### src/rtl/seqgen_pkg.sv
// Shared types for the table-driven sequence generator.
package seqgen_pkg;

  typedef enum logic [1:0] {
    MODE_ONESHOT  = 2'b00,
    MODE_LOOP     = 2'b01,
    MODE_PINGPONG = 2'b10,
    MODE_RSVD     = 2'b11
  } mode_e;

  typedef enum logic [1:0] {
    S_IDLE   = 2'b00,
    S_RUN    = 2'b01,
    S_FINISH = 2'b10
  } state_e;

  localparam logic DIR_UP   = 1'b0;
  localparam logic DIR_DOWN = 1'b1;

endpackage

### src/rtl/seq_tick_divider.sv
// Step-period divider: counts enabled cycles and emits a 1-cycle tick when the
// count reaches ratio_i, so one tick occurs every ratio_i+1 enabled cycles.
module seq_tick_divider #(
  parameter int DIV_W = 16
) (
  input  logic             clk,
  input  logic             reset,
  input  logic             en_i,
  input  logic             clr_i,
  input  logic [DIV_W-1:0] ratio_i,
  output logic             tick_o
);

  logic [DIV_W-1:0] cnt_q;
  logic [DIV_W-1:0] cnt_d;

  assign tick_o = en_i && !clr_i && (cnt_q == ratio_i);

  always_comb begin
    cnt_d = cnt_q;
    if (clr_i) begin
      cnt_d = '0;
    end else if (en_i) begin
      cnt_d = tick_o ? '0 : cnt_q + 1'b1;
    end
  end

  always_ff @(posedge clk or negedge reset) begin
    if (!reset) begin
      cnt_q <= '0;
    end else begin
      cnt_q <= cnt_d;
    end
  end

endmodule

### src/rtl/param_sequence_generator.sv
// Table-driven pattern generator with one-shot, loop and ping-pong playback.
// Ping-pong (mode 10) exists only when SEQGEN_PINGPONG_EN is defined; otherwise it plays as loop.
module param_sequence_generator
  import seqgen_pkg::*;
#(
  parameter int WIDTH = 8,
  parameter int DEPTH = 8,
  parameter int DIV_W = 16,
  localparam int AW = (DEPTH > 1) ? $clog2(DEPTH) : 1
) (
  input  logic             clk,
  input  logic             reset,
  input  logic             enable,
  input  logic             start,
  input  logic             stop,
  input  logic [1:0]       mode,
  input  logic [DIV_W-1:0] div_ratio,
  input  logic [AW-1:0]    last_idx,
  input  logic             wr_en,
  input  logic [AW-1:0]    wr_addr,
  input  logic [WIDTH-1:0] wr_data,
  output logic [WIDTH-1:0] data_out,
  output logic [AW-1:0]    index,
  output logic             step,
  output logic             busy,
  output logic             done
);

  state_e           state_q;
  mode_e            mode_q;
  logic [DIV_W-1:0] div_q;
  logic [AW-1:0]    last_q;
  logic [AW-1:0]    index_q;
  logic [WIDTH-1:0] data_q;
  logic             step_q;
  logic             done_q;
  logic [WIDTH-1:0] table_q [DEPTH];

  logic [AW-1:0]    adv_idx_d;
  logic             oneshot_end_d;
  logic             tick;
  logic             wr_ok;

`ifdef SEQGEN_PINGPONG_EN
  logic dir_q;
  logic adv_dir_d;
`endif

  function automatic logic [AW-1:0] clamp_idx(input logic [AW-1:0] v);
    logic [AW:0] lim;
    lim = (AW+1)'(DEPTH - 1);
    return ({1'b0, v} > lim) ? lim[AW-1:0] : v;
  endfunction

  seq_tick_divider #(.DIV_W(DIV_W)) u_tick_div (
    .clk     (clk),
    .reset   (reset),
    .en_i    (enable && (state_q == S_RUN)),
    .clr_i   (state_q != S_RUN),
    .ratio_i (div_q),
    .tick_o  (tick)
  );

  assign wr_ok = wr_en && (state_q == S_IDLE) && !start;

  always_comb begin
    adv_idx_d     = index_q + 1'b1;
    oneshot_end_d = 1'b0;
`ifdef SEQGEN_PINGPONG_EN
    adv_dir_d     = dir_q;
`endif
    case (mode_q)
      MODE_ONESHOT: begin
        oneshot_end_d = (index_q == last_q);
      end
`ifdef SEQGEN_PINGPONG_EN
      // Each endpoint is emitted once per turn; a one-entry sequence just repeats 0.
      MODE_PINGPONG: begin
        if (dir_q == DIR_UP) begin
          if (index_q == last_q) begin
            if (last_q == '0) begin
              adv_idx_d = '0;
            end else begin
              adv_idx_d = index_q - 1'b1;
              adv_dir_d = DIR_DOWN;
            end
          end
        end else if (index_q == '0) begin
          adv_dir_d = DIR_UP;
        end else begin
          adv_idx_d = index_q - 1'b1;
        end
      end
`endif
      default: begin
        if (index_q == last_q) adv_idx_d = '0;
      end
    endcase
  end

  always_ff @(posedge clk or negedge reset) begin
    if (!reset) begin
      state_q <= S_IDLE;
      mode_q  <= MODE_ONESHOT;
      div_q   <= '0;
      last_q  <= '0;
      index_q <= '0;
      data_q  <= '0;
      step_q  <= 1'b0;
      done_q  <= 1'b0;
`ifdef SEQGEN_PINGPONG_EN
      dir_q   <= DIR_UP;
`endif
      for (int i = 0; i < DEPTH; i++) table_q[i] <= WIDTH'(i);
    end else begin
      step_q <= 1'b0;
      done_q <= 1'b0;
      if (wr_ok) table_q[wr_addr] <= wr_data;
      case (state_q)
        S_IDLE: begin
          if (start && !stop) begin
            state_q <= S_RUN;
            mode_q  <= mode_e'(mode);
            div_q   <= div_ratio;
            last_q  <= clamp_idx(last_idx);
            index_q <= '0;
            data_q  <= table_q[0];
            step_q  <= 1'b1;
`ifdef SEQGEN_PINGPONG_EN
            dir_q   <= DIR_UP;
`endif
          end
        end
        S_RUN: begin
          if (stop) begin
            state_q <= S_IDLE;
          end else if (tick) begin
            if (oneshot_end_d) begin
              state_q <= S_FINISH;
              done_q  <= 1'b1;
            end else begin
              index_q <= adv_idx_d;
              data_q  <= table_q[adv_idx_d];
              step_q  <= 1'b1;
`ifdef SEQGEN_PINGPONG_EN
              dir_q   <= adv_dir_d;
`endif
            end
          end
        end
        default: begin
          state_q <= S_IDLE;
        end
      endcase
    end
  end

  assign data_out = data_q;
  assign index    = index_q;
  assign step     = step_q;
  assign done     = done_q;
  assign busy     = (state_q != S_IDLE);

endmodule

### config.mk
export PLATFORM = sky130hd
export DESIGN_NAME = param_sequence_generator
export DESIGN_NICKNAME = d
export VERILOG_FILES = /design/src/rtl/seqgen_pkg.sv /design/src/rtl/seq_tick_divider.sv /design/src/rtl/param_sequence_generator.sv
export SDC_FILE = /design/constraint.sdc
export NUM_CORES = 1
export LEC_CHECK = 0
export BUFFER_PORTS_ARGS = -buffer_cell sky130_fd_sc_hd__buf_2
export CAP_MARGIN = 20
export CORE_MARGIN = 4
export CORE_UTILIZATION = 45
export DETAILED_ROUTE_END_ITERATION = 16
export GPL_ROUTABILITY_DRIVEN = 0
export HOLD_SLACK_MARGIN = 0.1
export PLACE_DENSITY = 0.66
export SLEW_MARGIN = 20
export SYNTH_ARGS = -nofsm -noshare
export SYNTH_HDL_FRONTEND = slang
export SYNTH_SLANG_ARGS = --single-unit
### constraint.sdc
create_clock -name clk -period 4.4 [get_ports clk]
set_clock_uncertainty 0.2 [all_clocks]
set_input_delay 0.44 -clock clk [delete_from_list [all_inputs] [get_ports clk]]
set_output_delay 0.44 -clock clk [all_outputs]
set_load 0.005 [all_outputs]
==> run_results.csv, run 1 <==
group,metric,value,unit
timing,max_clock_freq,0.351,GHz
synthesis,syn_avg_cell_area,12.8,µm²
drt,wirelength,12700,µm
run,max_cap_viol_count,0,
placed_design,hpwl,9050,µm
cells_and_area,layout_commonest_cell,"dfrtp_1",
timing,clock_period_minus_worst_slack,2.85,ns
synthesis,synth_sequential_area_ratio,51.4,%
synthesis,synth_area,0.00568,mm²
setup_path,critical-path-top-delay-family,"adder cells",
drt,drt_iter0_drc,229,
clocking,cts_inserted_buffers,17,
setup_path,crit_path_cell_trace,"ha_1 -> nand2b_1 -> o21ai_0 -> nor2_1 -> o221ai_1 -> mux2_4",
timing,period_share,64.7,%
clocking,tritoncts,"yes",
setup_path,critPathLaunchType,"register",
min_path,worstHoldPathCells,2,
clocking,cts-resized-gates,0,
clocking,cts-htree-levels,4,
min_path,min-delay-path-class,"input port to register",
grt,grtUsageTotal,18.7,%
floorplan,dieArea,0.0145,mm²
floorplan,placement_rows,40,
setup_path,worstPathMaxFanout,20,
grt,vias_in_the_first_global_route,3996,
synthesis,asyncSetResetFlopFracSynth,100,%
grt,grt_overflow_total,0,
synthesis,postSynthCellCount,442,
drt,vias,3816,
timing,worst-slew-pin-transition,0.798,ns
clocking,clockRootBuffer,"clkbuf_16",
power,leakage,3.01,nW
clocking,clock_insertion_delay_worst_skew,0.42,ns
min_path,hold_path_startpoint,"wr_data[5]",
floorplan,die_width,120,µm
floorplan,fp.dieH,120,µm
clocking,clock_path_buffers,2,
cells_and_area,fraction_of_final_layout_cells_sized_beyond_drive_strength_1,40.2,%
grt,gr-max-usage-layer,"met2",
cells_and_area,insertedDiodeCount,0,
min_path,min_delay_worst_endpoint,"table_q[21]",
synthesis,synth_top_area_cell,"dfrtp_1",
setup_path,critical_path_required,4.50,ns
cells_and_area,fillerInstances,1038,
floorplan,initial_utilization,46.7,%
setup_path,critPathCaptureType,"register",
setup_path,ff2ff_setup_slack,1.55,ns
timing,fin_worst_hold_slack,0.169,ns
power,vdd_ir_drop_max,0.343,mV
drt,antenna_violating_nets_post_route,0,
synthesis,synth-edff-count,0,
setup_path,timing.reg2reg.worst_path_depth,6,
timing,setup_tns_final,0,ns
timing,slew_viol_final,0,
timing,setup_viol,0,
drt,drt_pre_antenna_iters,4,
power,pwr_density_cell,525,mW/mm²
clocking,cts.reportedPaths.clkPinSlew,0.06,ns
synthesis,synthesis.nets,482,
cells_and_area,most-common-layout-cells,"dfrtp_1, mux2_2, buf_2, dlygate4sd3_1, nand2_1",
drt,routedWlPerCell,18.1,µm
floorplan,coreArea,0.0122,mm²
outcome,run_status,"finished clean",
power,p_total,3.65,mW
placed_design,buffer_ports.inserted,51,
setup_path,critical_path_arrival,2.95,ns
synthesis,yosys.cell_types.count,58,
grt,use_met3,4.72,%
clocking,clkSinkCount,116,
timing,rsz0062_at_grt,"no",
setup_path,worst-setup-path-type,"register to register",
drt,remaining_drc_errors,0,
floorplan,boundaryPins,52,
synthesis,postSynth.topFlopCell,"dfrtp_1",
synthesis,synth-seq-cells,116,
setup_path,cp_slowest_stage_delay,0.74,ns
grt,grt_start_max_net_pins,50,
synthesis,post_synth_main_area_contributors,"dfrtp_1, mux2_2, dfstp_2",
setup_path,r2r-start,"index[0]",
cells_and_area,area.growth.synth_to_final,22.6,%
timing,hold_viol_final,0,
synthesis,synth_top_area_share,45.8,%
grt,grt_first_pass_wirelength,21000,µm
setup_path,worst-path-buf-inv,0,
grt,grt_antenna_before_repair,0,
setup_path,timing.rr.end,"data_out[7]",
cells_and_area,num-nets-final,560,
grt,grt_use_met2,31.8,%
setup_path,crit_slowest_cell,"ha_1",
drt,drt-vias-per-instance,5.44,
clocking,cts_setup_buffers,0,
timing,max-slew-margin-rel,46.2,%
grt,groute.layer.met1.usage,23.0,%
synthesis,synth-warning-count,0,
[worst max-delay path by stage]
stage | from | end | slack (ns) | cells past startpoint
2_1_floorplan | index[0] | data_out[4] | 2.09 | 7
3_3_place_gp | index[0] | data_out[7] | 1.70 | 6
3_5_place_dp | index[0] | data_out[4] | 1.57 | 6
4_1_cts | index[0] | data_out[4] | 1.56 | 6
5_1_grt | index[0] | data_out[7] | 1.29 | 6
6_report | index[0] | data_out[7] | 1.55 | 6
[kinds of logic (layout without fill, tap and decap cells)]
| logic type | count (synthesis) | after routing | share of synthesized area, % |
|---|---|---|---|
| mux | 113 | 113 | 23.1 |
| buf+inv | 29 | 120 | 2.45 |
| compound gates | 61 | 61 | 8.31 |
| flops | 116 | 116 | 51.4 |
| xor+xnor | 24 | 24 | 3.70 |
| simple gates | 97 | 97 | 10.6 |
| fa+ha+maj | 2 | 2 | 0.441 |
[power breakdown]
part	total [mW]	switching, mW	internal [mW]	leakage, nW
clock	1.47	0.484	0.990	0.301
sequential	1.48	0.156	1.32	1.44
combinational	0.698	0.305	0.393	1.27
total	3.65	0.945	2.71	3.01
[final cells by class]
cell class	count	area (µm²)	area share, %
Clock buffer	20	467	6.71
Clock inverter	12	176	2.53
Inverter	8	30.0	0.431
Multi-Input combinational cell	297	2630	37.7
Sequential cell	116	2920	41.9
Tap cell	168	210	3.02
Timing Repair Buffer	80	533	7.66
[cell usage after synthesis (5+ instances only)]
library cell and number:
dfstp_2 12, dfrtp_1 104, nor3_1 7, nand2_1 20
a22o_1 7, a21o_1 6, mux2_2 92, nor4b_1 5
o21ai_0 6, o221ai_1 10, clkbuf_1 9, xor2_1 8
xnor2_1 16, mux2_4 6, nand3_1 13, nor2_1 10
and2_1 7, nand4_1 6, o31ai_1 6, inv_1 8
mux2i_1 12, buf_2 6
[timing repair]
| item | 4_1_cts | 5_1_grt |
|---|---|---|
| hold buffers | 23 | 0 |
| endpoints found under the setup margin | 0 | 0 |
| endpoints found under the hold margin | 48 | 0 |
[per-stage QoR]
step / util [%] / instance area [µm²] / instances / setup slack [ns]
2_1_floorplan: - / 5680 / 442 / 2.09
3_3_place_gp: 50.1 / 6090 / 646 / 1.70
4_1_cts: 57.2 / 6960 / 701 / 1.56
3_5_place_dp: 50.1 / 6090 / 646 / 1.57
6_report: 57.2 / 6960 / 701 / 1.55
5_1_grt: 57.2 / 6960 / 701 / 1.29
[sequential cells by signal (all words and copies together), names as in the netlist]
signal,flops
mode_q,2
state_q,2
index,3
done,1
u_tick_div.cnt_q,16
last_q,3
div_q,16
table_q,64
step,1
data_out,8
[layer usage]
metal | wire [µm] | vias to the layer above
met2 | 6450 | 93
met5 | 0 | -
li1 | - | 1806
met3 | 548 | 25
met4 | 284 | 0
met1 | 5400 | 1892
(Power assumes the default switching activity.)
==> inputs of run 2 (changes only) <==
--- a/config.mk
+++ b/config.mk
@@ -5,6 +5,7 @@
 export SDC_FILE = /design/constraint.sdc
 export NUM_CORES = 1
 export LEC_CHECK = 0
+export ABC_AREA = 1
 export BUFFER_PORTS_ARGS = -buffer_cell sky130_fd_sc_hd__buf_2
 export CAP_MARGIN = 20
 export CORE_MARGIN = 4
@@ -12,7 +13,7 @@
 export DETAILED_ROUTE_END_ITERATION = 16
 export GPL_ROUTABILITY_DRIVEN = 0
 export HOLD_SLACK_MARGIN = 0.1
-export PLACE_DENSITY = 0.66
+export PLACE_DENSITY = 0.69
 export SLEW_MARGIN = 20
 export SYNTH_ARGS = -nofsm -noshare
 export SYNTH_HDL_FRONTEND = slang
==> constraint.sdc (replaced) <==
create_clock -name clk -period 2.52 [get_ports clk]
set_clock_uncertainty 0.2 [all_clocks]
set_input_delay 0.252 -clock clk [delete_from_list [all_inputs] [get_ports clk]]
set_output_delay 0.252 -clock clk [all_outputs]
set_load 0.005 [all_outputs]
==> run 2 against run 1 <==
Effect of this change: worst setup slack got worse by 1.3 ns; wire length is 13% higher; first-iteration DRC count grew 130%; count of clock-buffer cells in the layout grew 8; combinational power increased to 3.7 times the previous value; sequential share of layout area down 0.69 points; flip-flop and latch count unchanged.
==> run_results.csv, run 2 <==
group,metric,value,unit
outcome,run_status,"finished clean",
synthesis,ys_top_cells_by_count,"nand2_1, dfrtp_1, o21ai_0",
cells_and_area,fraction_of_final_layout_cells_sized_beyond_drive_strength_1,19.1,%
min_path,min_delay_worst_endpoint,"table_q[33]",
grt,grt_start_max_net_pins,53,
synthesis,synth_compound_gate_area_share,10.3,%
placed_design,buffer_ports.inserted,51,
synthesis,synth-warning-count,0,
min_path,min-delay-path-class,"input port to register",
timing,setup_tns_final,0,ns
drt,remaining_drc_errors,0,
placed_design,place_inst,873,
floorplan,coreArea,0.0122,mm²
setup_path,crit_slowest_cell,"nand3_1",
setup_path,ff2ff_setup_slack,0.24,ns
synthesis,synth_mux_area_share,3.55,%
synthesis,synth_top_area_cell,"dfrtp_1",
grt,vias_in_the_first_global_route,4852,
clocking,cts-htree-levels,4,
setup_path,critical_path_arrival,2.38,ns
synthesis,synth.most_common_cell,"nand2_1",
setup_path,critPathCaptureType,"register",
clocking,cts.reportedPaths.clkPinSlew,0.05,ns
setup_path,critical-path-top-delay-family,"simple AND/OR/NAND/NOR gates",
synthesis,synth_sequential_area_ratio,51.1,%
floorplan,fp.dieH,121,µm
cells_and_area,area.growth.synth_to_final,23.8,%
clocking,clkSinkCount,116,
synthesis,synth-adder-area-share,0.438,%
synthesis,postSynthCellCount,669,
cells_and_area,largest_registers,"table_q: 64 flops, div_q: 16 flops, u_tick_div.cnt_q: 16 flops",
min_path,worstHoldPathCells,4,
floorplan,boundaryPins,52,
drt,antenna_violating_nets_post_route,0,
cells_and_area,regMostFlops,"table_q",
timing,clock_period_minus_worst_slack,2.28,ns
power,pwr_density_cell,1110,mW/mm²
timing,max_clock_freq,0.439,GHz
cells_and_area,insertedDiodeCount,0,
placed_design,hpwl,9630,µm
cells_and_area,most-common-layout-cells,"nand2_1, dfrtp_1, o21ai_0, inv_1",
synthesis,synthesis.nets,709,
drt,drt_pre_antenna_iters,5,
cells_and_area,largest_register_ff_count,64,
drt,drt_iter0_drc,520,
synthesis,yosys.cell_types.count,35,
timing,rsz0062_at_grt,"no",
timing,hold_viol_final,0,
grt,grt_antenna_before_repair,0,
cells_and_area,layout_commonest_cell,"nand2_1",
floorplan,placement_rows,40,
setup_path,crit_path_cell_trace,"nor2_1 -> nand2_1 -> nor2_2 -> nand3_1 -> o21ai_0",
grt,grt_first_pass_wirelength,23700,µm
grt,grt_overflow_total,0,
drt,wirelength,14300,µm
grt,grtUsageTotal,20.6,%
clocking,clockRootBuffer,"clkbuf_16",
clocking,cts_inserted_buffers,17,
setup_path,critical_path_required,2.62,ns
clocking,clock_insertion_delay_worst_skew,0.41,ns
synthesis,synth_top_area_share,45.5,%
synthesis,post_synth_main_area_contributors,"dfrtp_1, nand2_1, o21ai_0",
synthesis,synth-edff-count,0,
setup_path,critPathLaunchType,"register",
cells_and_area,post_layout_nonfiller_instances,941,
setup_path,timing.reg2reg.worst_path_depth,5,
run,max_cap_viol_count,0,
synthesis,yosys.area_share.xor_xnor,4.60,%
cells_and_area,fillerInstances,1065,
setup_path,r2r-start,"state_q[1]",
cells_and_area,num-nets-final,800,
timing,worst-slew-pin-transition,0.931,ns
synthesis,synth_top_family_by_area,"simple AND/OR/NAND/NOR gates",
drt,routedWlPerCell,15.2,µm
timing,period_share,90.5,%
drt,vias,4897,
timing,setup_viol,0,
synthesis,synth-seq-cells,116,
setup_path,worst-setup-path-type,"register to register",
synthesis,syn_avg_cell_area,8.54,µm²
floorplan,dieArea,0.0146,mm²
power,vdd_ir_drop_max,0.562,mV
cells_and_area,multi_input_comb_area,0.00241,mm²
setup_path,cp_slowest_stage_delay,0.55,ns
clocking,clock_path_buffers,2,
cells_and_area,postLayoutCoreUtil,58.0,%
setup_path,worstPathMaxFanout,16,
synthesis,postSynth.topFlopCell,"dfrtp_1",
synthesis,synth-simple-area-share,23.3,%
floorplan,die_width,121,µm
synthesis,synth_area,0.00571,mm²
setup_path,worst-path-buf-inv,0,
drt,drt-vias-per-instance,5.20,
floorplan,initial_utilization,46.8,%
min_path,hold_path_startpoint,"wr_addr[1]",
timing,max-slew-margin-rel,37.7,%
power,leakage,3.41,nW
clocking,tritoncts,"yes",
setup_path,timing.rr.end,"table_q[53]",
synthesis,asyncSetResetFlopFracSynth,100,%
timing,slew_viol_final,0,
cells_and_area,seqCellArea,0.00292,mm²
-- run 2: cell types whose count changed after synthesis, moves of 12 or more --
| cell | before | now |
|---|---|---|
| inv_1 | 8 | 63 |
| mux2_2 | 92 | 18 |
| mux2i_1 | 12 | 0 |
| nand2_1 | 20 | 175 |
| nand3_1 | 13 | 48 |
| nor2_1 | 10 | 50 |
| o2111ai_1 | 0 | 16 |
| o21ai_0 | 6 | 70 |
| or2_2 | 1 | 16 |
| xnor2_1 | 16 | 2 |
| xor2_1 | 8 | 28 |
-- run 2: how the worst max path moves through the flow --
| stage | from | end | slack (ns) | cells after the start |
|---|---|---|---|---|
| finish | state_q[1] | table_q[53] | 0.24 | 5 |
| floorplan | index[1] | data_out[7] | 0.61 | 9 |
| global placement | state_q[1] | table_q[32] | 0.37 | 5 |
| detailed placement | state_q[1] | table_q[32] | 0.30 | 5 |
| global route | state_q[1] | table_q[42] | 0.04 | 5 |
| CTS | state_q[1] | table_q[36] | 0.22 | 5 |
-- run 2: worst reg2reg max path: cells and delay by family, from the launching register on --
kind / cells / cell delay (ns)
compound gates: 1 / 0.39
flops: 1 / 0.38
simple gates: 4 / 1.21
-- run 2: area by class of cell --
type | instances | share of cell area, %
Clock buffer | 28 | 7.44
Clock inverter | 4 | 0.636
Inverter | 65 | 3.52
Multi-Input combinational cell | 461 | 34.1
Sequential cell | 116 | 41.2
Tap cell | 168 | 2.97
Timing Repair Buffer | 99 | 10.1
-- run 2: what timing repair did --
item	CTS	global route
resized for setup	0	0
setup endpoints to repair	0	5
buffers inserted	0	1
hold endpoints to repair	189	0
hold buffers	35	0
-- run 2: cells by family after synthesis --
group                    Yosys count
buffers and inverters             92
flip-flops                       116
adder cells (fa/ha/maj)            2
XOR/XNOR                          30
AND/OR/NAND/NOR                  308
AO/OA/AOI/OAI                    103
multiplexers                      18
-- run 2: metrics by stage --
stage               hold WS (ns)  area (µm²)  setup slack (ns)  total power [mW]
finish                     0.160        7080             0.240              7.82
CTS                        0.173        7070             0.223              7.84
detailed placement       -0.0247        6150             0.304              5.47
global route               0.197        7080            0.0360              8.38
global placement         -0.0275        6150             0.375              5.40
floorplan                 -0.244        5710             0.607              4.74
-- run 2: per-layer routing --
| metal | vias up | global-route usage (%) | wire [µm] |
|---|---|---|---|
| met4 | 0 | 8.22 | 324 |
| met1 | 2335 | 28.3 | 6600 |
| li1 | 2360 | - | - |
| met5 | - | 0 | 0 |
| met2 | 174 | 30.8 | 6460 |
| met3 | 28 | 5.80 | 906 |
-- run 2: where the power goes --
group / internal (mW) / total (mW) / switching (mW) / leakage, nW
Sequential: 2.50 / 2.92 / 0.422 / 1.45
Combinational: 1.05 / 2.61 / 1.56 / 1.67
Clock: 1.51 / 2.29 / 0.779 / 0.284
==> inputs of run 3 (changes only) <==
--- a/config.mk
+++ b/config.mk
@@ -6,6 +6,7 @@
 export NUM_CORES = 1
 export LEC_CHECK = 0
 export ABC_AREA = 1
+export ABC_CLOCK_PERIOD_IN_PS = 2500
 export BUFFER_PORTS_ARGS = -buffer_cell sky130_fd_sc_hd__buf_2
 export CAP_MARGIN = 20
 export CORE_MARGIN = 4
@@ -13,7 +14,7 @@
 export DETAILED_ROUTE_END_ITERATION = 16
 export GPL_ROUTABILITY_DRIVEN = 0
 export HOLD_SLACK_MARGIN = 0.1
-export PLACE_DENSITY = 0.69
+export PLACE_DENSITY = 0.66
 export SLEW_MARGIN = 20
 export SYNTH_ARGS = -nofsm -noshare
 export SYNTH_HDL_FRONTEND = slang
==> constraint.sdc (replaced) <==
create_clock -name clk -period 2.5 [get_ports clk]
set_clock_uncertainty 0.2 [all_clocks]
set_input_delay 0.25 -clock clk [delete_from_list [all_inputs] [get_ports clk]]
set_output_delay 0.25 -clock clk [all_outputs]
set_load 0.005 [all_outputs]
==> run 3 against run 2 <==
Effect of this change: combinational power up 5%; core utilization up 0.27 points; die area unchanged; first-iteration DRC count down 13%; cell area up 0.46%; register-to-register slack about the same; worst hold slack worse by 0.0017 ns; count of clock-buffer cells in the layout down 3; critical path depth unchanged; via count down 0.67%; total power up 4.5%.
==> run_results.csv, run 3 (synthesis results as in run 2) <==
group,metric,value,unit
outcome,run_status,"finished clean",
timing,max-slew-margin-rel,58.8,%
placed_design,buffer_ports.inserted,51,
floorplan,dieArea,0.0146,mm²
setup_path,critPathCaptureType,"register",
cells_and_area,most-common-layout-cells,"nand2_1, dfrtp_1, o21ai_0, inv_1",
timing,slew_viol_final,0,
drt,remaining_drc_errors,0,
setup_path,critical_path_arrival,2.37,ns
cells_and_area,seqCellArea,0.00292,mm²
setup_path,r2r-start,"state_q[1]",
clocking,cts-htree-levels,4,
setup_path,timing.rr.end,"table_q[3]",
clocking,cts.reportedPaths.clkPinSlew,0.06,ns
timing,setup_viol,0,
cells_and_area,post-route-cell-area,0.00711,mm²
power,share_comb_of_total_power,33.5,%
grt,grt_overflow_total,0,
power,total_switching_power,2.89,mW
timing,rsz0062_at_grt,"yes",
clocking,clock_insertion_delay_worst_skew,0.41,ns
drt,drt-vias-per-instance,5.19,
clocking,cts_inserted_buffers,17,
timing,clock_period_minus_worst_slack,2.27,ns
drt,antenna_violating_nets_post_route,0,
setup_path,ff2ff_setup_slack,0.23,ns
power,power_frac_seq,35.6,%
setup_path,worstPathMaxFanout,16,
placed_design,place_inst,872,
grt,vias_in_the_first_global_route,4867,
floorplan,initial_utilization,46.8,%
floorplan,fp.dieH,121,µm
drt,drt_iter0_drc,450,
floorplan,placement_rows,40,
clocking,clock_path_buffers,2,
cells_and_area,regMostFlops,"table_q",
cells_and_area,fillerInstances,1102,
timing,max_clock_freq,0.441,GHz
power,vdd_ir_drop_max,0.596,mV
setup_path,timing.reg2reg.worst_path_depth,5,
grt,grt_start_max_net_pins,43,
clocking,clockRootBuffer,"clkbuf_16",
drt,vias,4864,
timing,worst-slew-pin-transition,0.618,ns
power,power_report.internal_total,5.29,mW
timing,period_share,90.6,%
drt,drt_pre_antenna_iters,5,
power,leakage,3.41,nW
cells_and_area,largest_register_ff_count,64,
drt,wirelength,14000,µm
cells_and_area,insertedDiodeCount,0,
setup_path,critical_path_required,2.61,ns
min_path,min_delay_worst_endpoint,"table_q[32]",
power,pwr_density_cell,1150,mW/mm²
drt,routedWlPerCell,15.0,µm
min_path,hold_path_startpoint,"wr_addr[1]",
run,max_cap_viol_count,0,
floorplan,boundaryPins,52,
clocking,clkSinkCount,116,
grt,grt_antenna_before_repair,0,
placed_design,hpwl,9400,µm
setup_path,critPathLaunchType,"register",
cells_and_area,layout_commonest_cell,"nand2_1",
placed_design,placedInstanceArea,0.00615,mm²
floorplan,coreArea,0.0122,mm²
cells_and_area,fraction_of_final_layout_cells_sized_beyond_drive_strength_1,19.5,%
grt,grt_first_pass_wirelength,23900,µm
cells_and_area,num-nets-final,796,
min_path,worstHoldPathCells,4,
power,p_clk_share,30.9,%
cells_and_area,largest_registers,"table_q: 64 flops, div_q: 16 flops, u_tick_div.cnt_q: 16 flops",
setup_path,worst-setup-path-type,"register to register",
grt,grtUsageTotal,20.8,%
cells_and_area,multi_input_comb_area,0.00241,mm²
power,netSwitchingFraction,35.3,%
timing,hold_viol_final,0,
min_path,min-delay-path-class,"input port to register",
cells_and_area,area.growth.synth_to_final,24.4,%
floorplan,die_width,121,µm
cells_and_area,post_layout_nonfiller_instances,937,
clocking,tritoncts,"yes",
[run 3: power by group through the flow]
stage | combinational (mW) | sequential [mW] | clock, mW
global route | 3.10 | 2.98 | 2.67
finish | 2.74 | 2.91 | 2.53
CTS | 2.72 | 2.91 | 2.57
floorplan | 1.95 | 2.83 | 0
detailed placement | 2.66 | 2.92 | 0
global placement | 2.61 | 2.91 | 0
[run 3: worst max-delay path by stage]
stage               depth (start not counted)          end        from
floorplan                                   9  data_out[7]    index[1]
global placement                            5  table_q[33]  state_q[1]
detailed placement                          5  table_q[34]  state_q[1]
CTS                                         5  table_q[34]  state_q[1]
global route                                5  table_q[45]  state_q[1]
finish                                      5   table_q[3]  state_q[1]
[run 3: cell type report]
cell class,instances,share of cell area (%)
Multi-Input combinational cell,461,34.0
Inverter,65,3.50
Clock inverter,7,1.67
Sequential cell,116,41.0
Timing Repair Buffer,95,9.75
Clock buffer,25,7.11
Tap cell,168,2.96
[run 3: critical path, cell delays in order (launching register included)]
cell and delay (ns):
dfrtp_1 0.38, nor2_1 0.18, nand2_1 0.09, nor2_2 0.36
nand3_1 0.55, o21ai_0 0.39
[run 3: layer usage]
layer  routed length (µm)  GRT usage (%)  up-vias
met5                    0              0        -
met4                  255           6.09        0
met3                  850           6.08       27
met2                 6430           32.7      154
met1                 6490           28.1     2325
li1                     -              -     2358
[run 3: per-stage QoR]
step	setup WS (ns)	util, %	TNS [ns]	hold WS (ns)	total power [mW]
2_1_floorplan	0.587	-	0	-0.246	4.78
3_3_place_gp	0.382	50.4	0	0.100	5.52
3_5_place_dp	0.276	50.4	0	0.105	5.58
4_1_cts	0.273	58.1	0	0.211	8.19
5_1_grt	-0.0169	58.2	-0.0169	0.181	8.76
6_report	0.235	58.2	0	0.158	8.18
[run 3: repair_timing]
item,in CTS,in global routing
buffers inserted,0,1
hold endpoints to repair,130,0
setup endpoints to repair,0,7
hold buffers,32,0
resized for setup,0,1
